## src/rtl/write_buffer.sv

```systemverilog
// Single-entry posted-write buffer: latches one byte/half/word store and drains it bytewise to memory.
// Optional macro WBUF_IO_STALL_EN adds the io_full port that pauses draining of IO-space stores.
module write_buffer #(
   parameter int ADDR_W = 18,
   parameter int DATA_W = 32
) (
   input  logic              clock,
   input  logic              reset,
   input  logic              buffer_write,
   input  logic [2:0]        buffer_length,
   input  logic [ADDR_W-1:0] buffer_addr,
   input  logic [DATA_W-1:0] buffer_data,
   output logic              buffer_busy,
   output logic              mem_req,
   input  logic              mem_grant,
   output logic [ADDR_W-1:0] mem_addr,
   output logic [7:0]        mem_dout
`ifdef WBUF_IO_STALL_EN
   ,
   input  logic              io_full
`endif
);

   typedef enum logic {
      IDLE,
      DRAIN
   } state_t;

   state_t            state_q, state_d;
   logic [ADDR_W-1:0] base_q, base_d;
   logic [DATA_W-1:0] data_q, data_d;
   logic [1:0]        last_q, last_d;
   logic [1:0]        k_q, k_d;
   logic              io_stall;

`ifdef WBUF_IO_STALL_EN
   assign io_stall = base_q[ADDR_W-1] && io_full;
`else
   assign io_stall = 1'b0;
`endif

   // The beat address and byte come straight from the entry, so they hold whenever k holds.
   assign mem_addr = base_q + {{(ADDR_W-2){1'b0}}, k_q};
   assign mem_dout = data_q[{k_q, 3'b000} +: 8];

   always_comb begin
      state_d     = state_q;
      base_d      = base_q;
      data_d      = data_q;
      last_d      = last_q;
      k_d         = k_q;
      mem_req     = (state_q == DRAIN) && !io_stall;
      buffer_busy = (state_q != IDLE) || buffer_write;
      case (state_q)
         IDLE: begin
            if (buffer_write) begin
               base_d  = buffer_addr;
               data_d  = buffer_data;
               k_d     = 2'd0;
               state_d = DRAIN;
               if (buffer_length[0]) begin
                  last_d = 2'd0;
               end else if (buffer_length[1]) begin
                  last_d = 2'd1;
               end else begin
                  last_d = 2'd3;
               end
            end
         end
         DRAIN: begin
            // A store arriving here is a cache protocol error and is deliberately dropped.
            if (mem_req && mem_grant) begin
               if (k_q == last_q) begin
                  state_d = IDLE;
               end else begin
                  k_d = k_q + 2'd1;
               end
            end
         end
         default: state_d = IDLE;
      endcase
   end

   always_ff @(posedge clock) begin
      if (reset) begin
         state_q <= IDLE;
         base_q  <= '0;
         data_q  <= '0;
         last_q  <= 2'd0;
         k_q     <= 2'd0;
      end else begin
         state_q <= state_d;
         base_q  <= base_d;
         data_q  <= data_d;
         last_q  <= last_d;
         k_q     <= k_d;
      end
   end

endmodule

```

## config.mk

```make
export PLATFORM = sky130hd
export DESIGN_NAME = write_buffer
export DESIGN_NICKNAME = d
export VERILOG_FILES = /design/src/rtl/write_buffer.sv
export SDC_FILE = /design/constraint.sdc
export NUM_CORES = 1
export LEC_CHECK = 0
export ABC_AREA = 1
export BUFFER_PORTS_ARGS = -buffer_cell sky130_fd_sc_hd__buf_2
export CORE_AREA = 2 2 76 78
export CTS_CLUSTER_DIAMETER = 150
export DETAILED_ROUTE_END_ITERATION = 16
export DIE_AREA = 0 0 78 80
export HOLD_SLACK_MARGIN = 0.12
export PLACE_DENSITY = 0.77
export SYNTH_ARGS = -nofsm -noshare
export SYNTH_HDL_FRONTEND = slang
export SYNTH_SLANG_ARGS = --single-unit
```

## constraint.sdc

```tcl
create_clock -name clock -period 2.3 [get_ports clock]
set_input_delay 0.46 -clock clock [delete_from_list [all_inputs] [get_ports clock]]
set_output_delay 0.46 -clock clock [all_outputs]
set_load 0.03 [all_outputs]
```

==> results.yml, run 1 <==
synth:
  synthTopCellsByArea: "dfxtp_1, nor2_1, o21ai_0"
  synth_area_sq_um: 2610
  synth-main-ff-cell: "dfxtp_1"
  syn_inst: 366
  yosysTopAreaCell: "dfxtp_1"
  synth_seq_cells: 55
  yosysWarnings: 0
  postSynthAreaPerCell_sq_um: 7.14
  synth_cell_types: 29
  synth_top_area_share_pct: 42.1
  synth_async_sr_flop_share_pct: 0
  synthesis.nets: 426
  synth-edff-count: 0
  ys_seq_area_share_pct: 42.1
clock_network:
  worstSkewPairLatency_ns: 0.30
  h-tree-depth: 2
  cts_made_buffers: 5
  clkTransAtPathRegs_ns: 0.10
  cts_tree: "yes"
  cts_hold_buf: 0
  cts_buffer_depth: 2
  clk_root_buffer_cell: "clkbuf_8"
  clock-sinks: 55
setup_path:
  critPathBufInv: 2
  slowest_delay_ns: 0.39
  worstSetupPathType: "reg2out"
  arrival_ns: 1.89
  critPathSlowestCell: "fa_2"
  cp_max_fo: 3
  crit_path_cell_trace: "ha_4 -> fa_2 -> nand3_4 -> nor2_4 -> buf_4 -> xor2_1 -> buf_4"
  cp-start-kind: "register"
  cp.required_ns: 1.84
  crit_path_frequent_cell: "buf_4"
  cp_top_family: "adder cells"
  crit_path_end_kind: "output port"
power:
  clock_power_share_pct: 32.0
  switching_share_pct: 28.3
  p_int_mw: 1.64
  power_leakage_nw: 1.56
  p_comb_share_pct: 20.8
  ir_drop_uv: 547
  p_seq_share_pct: 47.3
  power_density_nw_per_um2: 671
  p_sw_mw: 0.648
  p_total_mw: 2.29
timing:
  maxSlewHeadroom_pct: 77.1
  final_max_slew_viol_count: 0
  rsz0062_at_grt: "true"
  fmax_mhz: 426
  min_period_over_period_pct: 102
  tightest_slew_ns: 0.342
  clock_skew_ns: 0.00637
  holdWs_ns: 0.366
  hold_viol_final: 0
  setup_ws_ns: -0.0478
  period_needed_ns: 2.35
  setup_viol: 3
global_routing:
  overflow: 0
  grt_pass1_vias: 2343
  grt_pass1_wl_mm: 9.99
  antenna_found_initial: 0
  grt_usage_pct: 19.9
  grt_max_degree: 35
route:
  ant_nets: 0
  num_vias: 2584
  remaining_drc_errors: 0
  viasPerCell: 4.91
  wl_mm: 6.23
  wl_per_cell_microns: 11.8
  drtIter0Drc: 98
  first_pass_iters: 6
floorplanning:
  die_y_microns: 80
  die_w_microns: 78
  num_rows: 27
  dieArea_sq_um: 6240
  io_pins: 85
  initial_core_util_pct: 48.3
  core_area_sq_um: 5410
cells_and_area:
  drive_above_1_share_pct: 29.5
  n_antenna_cell: 0
  nFillCells: 503
  mostFrequentLayoutCells: "nor2_1, buf_2, o21ai_0"
  final_common_cell: "nor2_1"
  synthToLayoutAreaGrowth_pct: 30.6
  final_nets: 513
status:
  violations: "setup timing"
  outcome: "finished with violations"
flow_run:
  cap_violations: 0
placed_design:
  place_congestion: 0.839
  dp_hpwl_mm: 4.53
  io_buffer_count: 83
min_path:
  hold_path.class: "in2reg"
-- repair_timing --
item                                   CTS  global route
endpoints found under the hold margin    0             0
resized for setup                       13            26
pin swaps                                3             6
buffers inserted                         7             3
setup endpoints to repair                8            13
-- flip-flops by register name, summed over array words and instances (netlist names) --
| signal | count |
|---|---|
| base_q | 18 |
| k_q | 2 |
| data_q | 32 |
| last_q | 2 |
| mem_req | 1 |
-- through the flow --
step	util, %	worst slack, ns	TNS [ns]	cell area [sq um]	std cells
2_1_floorplan	-	0.139	0	2610	366
3_3_place_gp	57.3	0.254	0	3100	508
3_5_place_dp	57.3	0.219	0	3100	508
4_1_cts	61.6	-0.0140	-0.0275	3330	523
5_1_grt	63.1	-0.106	-0.451	3410	526
6_report	63.1	-0.0478	-0.0637	3410	526
-- routing by layer --
layer	up-vias	global-route usage [%]	part of all wire, %
met5	-	0	0
met4	0	3.68	0.55
met3	4	4.86	5.9
met2	74	38.2	51
met1	1156	22.4	43
li1	1350	-	-
-- worst reg2reg max path: stages (launching register included) --
cell and delay (ns):
dfxtp_4 0.37, buf_4 0.11, buf_8 0.16, clkinvlp_4 0.13
buf_4 0.19, nand2_1 0.06, nand2_1 0.04, nand2_1 0.08
nand2_1 0.09, nand2_1 0.09, nand2_1 0.05, a21oi_1 0.14
-- cell families after synthesis --
group	Yosys count	synth area share [%]
AOI/OAI and AO/OA	89	17.8
xor gates and xnor gates	16	5.36
adders and majority gates	3	1.72
buffers and inverters	42	6.56
DFF	55	42.1
and+or+nand+nor	161	26.4
-- final cells by class --
type | instances | area (sq um) | share of cell area (%)
clock buffers | 6 | 72.6 | 2.13
clock inverters | 2 | 60.1 | 1.76
inverters | 22 | 86.3 | 2.53
multi-input cells | 269 | 1390 | 40.9
flip-flops and latches | 55 | 1110 | 32.6
well taps | 72 | 90.1 | 2.64
repair buffers | 100 | 597 | 17.5
-- power groups by stage --
stage / Combinational [mW] / Clock (mW) / Sequential (mW)
6_report: 0.476 / 0.732 / 1.08
5_1_grt: 0.528 / 0.782 / 1.09
4_1_cts: 0.465 / 0.744 / 1.08
3_5_place_dp: 0.452 / 0 / 1.10
3_3_place_gp: 0.447 / 0 / 1.10
2_1_floorplan: 0.315 / 0 / 1.09
-- final timing paths --
path,from,endpoint,slack (ns),cells past startpoint
min reg2reg,data_q[10],data_q[10],0.48,2
max,k_q[0],mem_addr[6],-0.05,7
max reg2reg,k_q[0],k_q[0],0.71,11
min,reset,k_q[1],0.37,2
-- cells in the mapped netlist (2+ instances only) --
master and number:
o21ai_0 67, nand2_2 2, nand2_1 30, inv_1 20, clkbuf_1 11, nand3_1 6, nor2_1 107, nor2_2 3
nor3_1 4, inv_2 2, buf_2 8, xnor2_1 5, dfxtp_1 55, a21oi_1 12, xor2_1 11, o22ai_1 8
nor2_4 2, ha_1 2
(Power assumes the default switching activity.)
==> inputs of run 2 (changes only) <==
--- a/config.mk
+++ b/config.mk
@@ -5,12 +5,11 @@
 export SDC_FILE = /design/constraint.sdc
 export NUM_CORES = 1
 export LEC_CHECK = 0
-export ABC_AREA = 1
 export BUFFER_PORTS_ARGS = -buffer_cell sky130_fd_sc_hd__buf_2
-export CORE_AREA = 2 2 76 78
+export CORE_AREA = 2 2 74 76
 export CTS_CLUSTER_DIAMETER = 150
 export DETAILED_ROUTE_END_ITERATION = 16
-export DIE_AREA = 0 0 78 80
+export DIE_AREA = 0 0 76 78
 export HOLD_SLACK_MARGIN = 0.12
 export PLACE_DENSITY = 0.77
 export SYNTH_ARGS = -nofsm -noshare
==> results.yml, run 2 <==
synth:
  synth_seq_cells: 55
  synth_top_family_by_area: "simple AND/OR/NAND/NOR gates"
  synth_compound_area_share_pct: 13.0
  yosysTopAreaCell: "dfxtp_1"
  synth_cell_types: 29
  ys_seq_area_share_pct: 44.6
  synthesis.nets: 359
  yosys.area_share.simple_pct: 23.0
  synth_commonest_cells: "nand2_1, dfxtp_1, a21oi_1"
  synth-main-ff-cell: "dfxtp_1"
  synth_top_area_share_pct: 44.6
  synth_area_sq_um: 2470
  synthTopCellsByArea: "dfxtp_1, nand2_1, a21oi_1"
  synth_xor_area_share_pct: 6.39
  yosysWarnings: 0
  synth_fa_ha_area_share_pct: 1.83
  synth-edff-count: 0
  synth_async_sr_flop_share_pct: 0
  synthMuxAreaShare_pct: 7.30
  yosys.cell_count.top_type: "nand2_1"
  syn_inst: 299
  postSynthAreaPerCell_sq_um: 8.25
floorplanning:
  dieArea_sq_um: 5930
  die_y_microns: 78
  io_pins: 85
  initial_core_util_pct: 48.9
  die_w_microns: 76
  num_rows: 26
  core_area_sq_um: 5040
route:
  first_pass_iters: 4
  wl_mm: 5.50
  viasPerCell: 4.98
  remaining_drc_errors: 0
  drtIter0Drc: 108
  ant_nets: 0
  wl_per_cell_microns: 12.3
  num_vias: 2229
clock_network:
  cts_tree: "yes"
  h-tree-depth: 2
  clk_root_buffer_cell: "clkbuf_8"
  cts_made_buffers: 5
  clkTransAtPathRegs_ns: 0.10
  worstSkewPairLatency_ns: 0.30
  cts_hold_buf: 0
  cts_buffer_depth: 2
  clock-sinks: 55
setup_path:
  arrival_ns: 1.89
  r2r_slack_ns: 0.72
  r2r_cells: 5
  critPathSlowestCell: "dfxtp_2"
  crit_end: "mem_addr[16]"
  cp_top_family: "adder cells"
  crit_path_cell_trace: "ha_4 -> fa_2 -> and2_4 -> nand4_1 -> nor2_1 -> xor2_1 -> buf_4"
  cp.required_ns: 1.84
  slowest_delay_ns: 0.35
  cp_max_fo: 3
  cp-start-kind: "register"
  crit_path_end_kind: "output port"
  worstReg2RegEnd: "last_q[1]"
  critPathLaunch: "base_q[0]"
  worstSetupPathType: "reg2out"
  critPathBufInv: 1
  reg2reg_from: "mem_req"
  cp.depth: 7
global_routing:
  grt_pass1_wl_mm: 9.29
  grt_usage_pct: 19.1
  antenna_found_initial: 0
  grt_max_degree: 56
  grt_pass1_vias: 2154
  overflow: 0
timing:
  clock_skew_ns: 0.00704
  tns_ns: -0.0839
  holdWs_ns: 0.342
  setup_viol: 2
  tightest_slew_ns: 0.589
  final_max_slew_viol_count: 0
  min_period_over_period_pct: 102
  fmax_mhz: 426
  hold_viol_final: 0
  period_needed_ns: 2.35
  maxSlewHeadroom_pct: 60.7
  setup_ws_ns: -0.0468
  rsz0062_at_grt: "true"
placed_design:
  io_buffer_count: 83
  dp_hpwl_mm: 3.83
  place_congestion: 0.767
  dp.cells: 439
power:
  power_leakage_nw: 1.37
  power_density_nw_per_um2: 648
  ir_drop_uv: 354
cells_and_area:
  top_register: "data_q"
  final_nets: 437
  reg_top3: "data_q: 32 flops, base_q: 18 flops"
  nFillCells: 459
  synthToLayoutAreaGrowth_pct: 26.2
  final_cells: 448
  largest_register_ffs: 32
  mostFrequentLayoutCells: "nand2_1, buf_2, a21oi_1, dfxtp_1, buf_4"
  n_antenna_cell: 0
  drive_above_1_share_pct: 31.5
  final_common_cell: "nand2_1"
status:
  violations: "setup timing"
  outcome: "finished with violations"
min_path:
  hold_path.class: "in2reg"
  hold_depth: 2
flow_run:
  cap_violations: 0
## run 2: changes by cell type in the layout (fill, tap and decap cells not counted), moves of 7 or more
| cell | change |
|---|---|
| nor2_1 | -100 |
| a21oi_1 | +40 |
| o21ai_0 | -63 |
| mux4_2 | +8 |
| nand2_1 | +80 |
| inv_1 | -17 |
| xnor2_1 | +7 |
| buf_4 | -8 |
| o22ai_1 | -8 |
## run 2: final cells by class
class                   instances  area (sq um)  area share [%]
multi-input cells             222          1300            41.7
inverters                       2          7.51           0.241
flip-flops and latches         55          1100            35.5
well taps                      70          87.6            2.81
clock buffers                   6          72.6            2.33
clock inverters                 2          38.8            1.25
repair buffers                 91           503            16.2
## run 2: logic make-up (layout without fill, tap and decap cells)
| family | count (synthesis) | after routing |
|---|---|---|
| simple gates | 134 | 134 |
| compound gates | 59 | 59 |
| flops | 55 | 55 |
| buf+inv | 22 | 101 |
| xor+xnor | 18 | 18 |
| mux | 8 | 8 |
| fa+ha+maj | 3 | 3 |
## run 2: where the power goes
group	total, mW	switching [mW]	internal (mW)
registers	1.05	0.0437	1.01
clock network	0.633	0.304	0.329
logic	0.331	0.197	0.134
## run 2: stage by stage
step           instance area (sq um)  worst slack, ns  power [mW]  utilization (%)
6_report                        3110          -0.0468        2.02             61.7
2_1_floorplan                   2470           0.0422        1.28                -
3_3_place_gp                    2960            0.189        1.39             58.7
3_5_place_dp                    2960            0.163        1.40             58.7
4_1_cts                         3100          -0.0635        2.04             61.4
5_1_grt                         3110           -0.131        2.12             61.7
## run 2: worst min-delay path by stage
stage / end / startpoint / slack [ns]
after floorplan: data_q[11] / data_q[11] / 0.43
after global placement: data_q[24] / data_q[24] / 0.44
after detailed placement: data_q[30] / data_q[30] / 0.44
after CTS: last_q[0] / buffer_length[0] / 0.33
after global routing: last_q[0] / buffer_length[0] / 0.34
final: last_q[0] / buffer_length[0] / 0.34
## run 2: timing repair
action,in CTS,in global routing
gates resized for setup,9,5
gates cloned,0,0
pin swaps,2,2
buffers inserted,0,1
endpoints found under the setup margin,8,9
## run 2: metal layers
layer | routed length [microns] | global-route usage [%] | up-vias | part of all wire [%]
met1 | 2380 | 23.6 | 1027 | 43
met3 | 205 | 2.79 | 7 | 3.7
met2 | 2860 | 34.1 | 47 | 52
met4 | 55 | 6.73 | 0 | 1.0
met5 | 0 | 0 | - | 0
li1 | - | - | 1148 | -
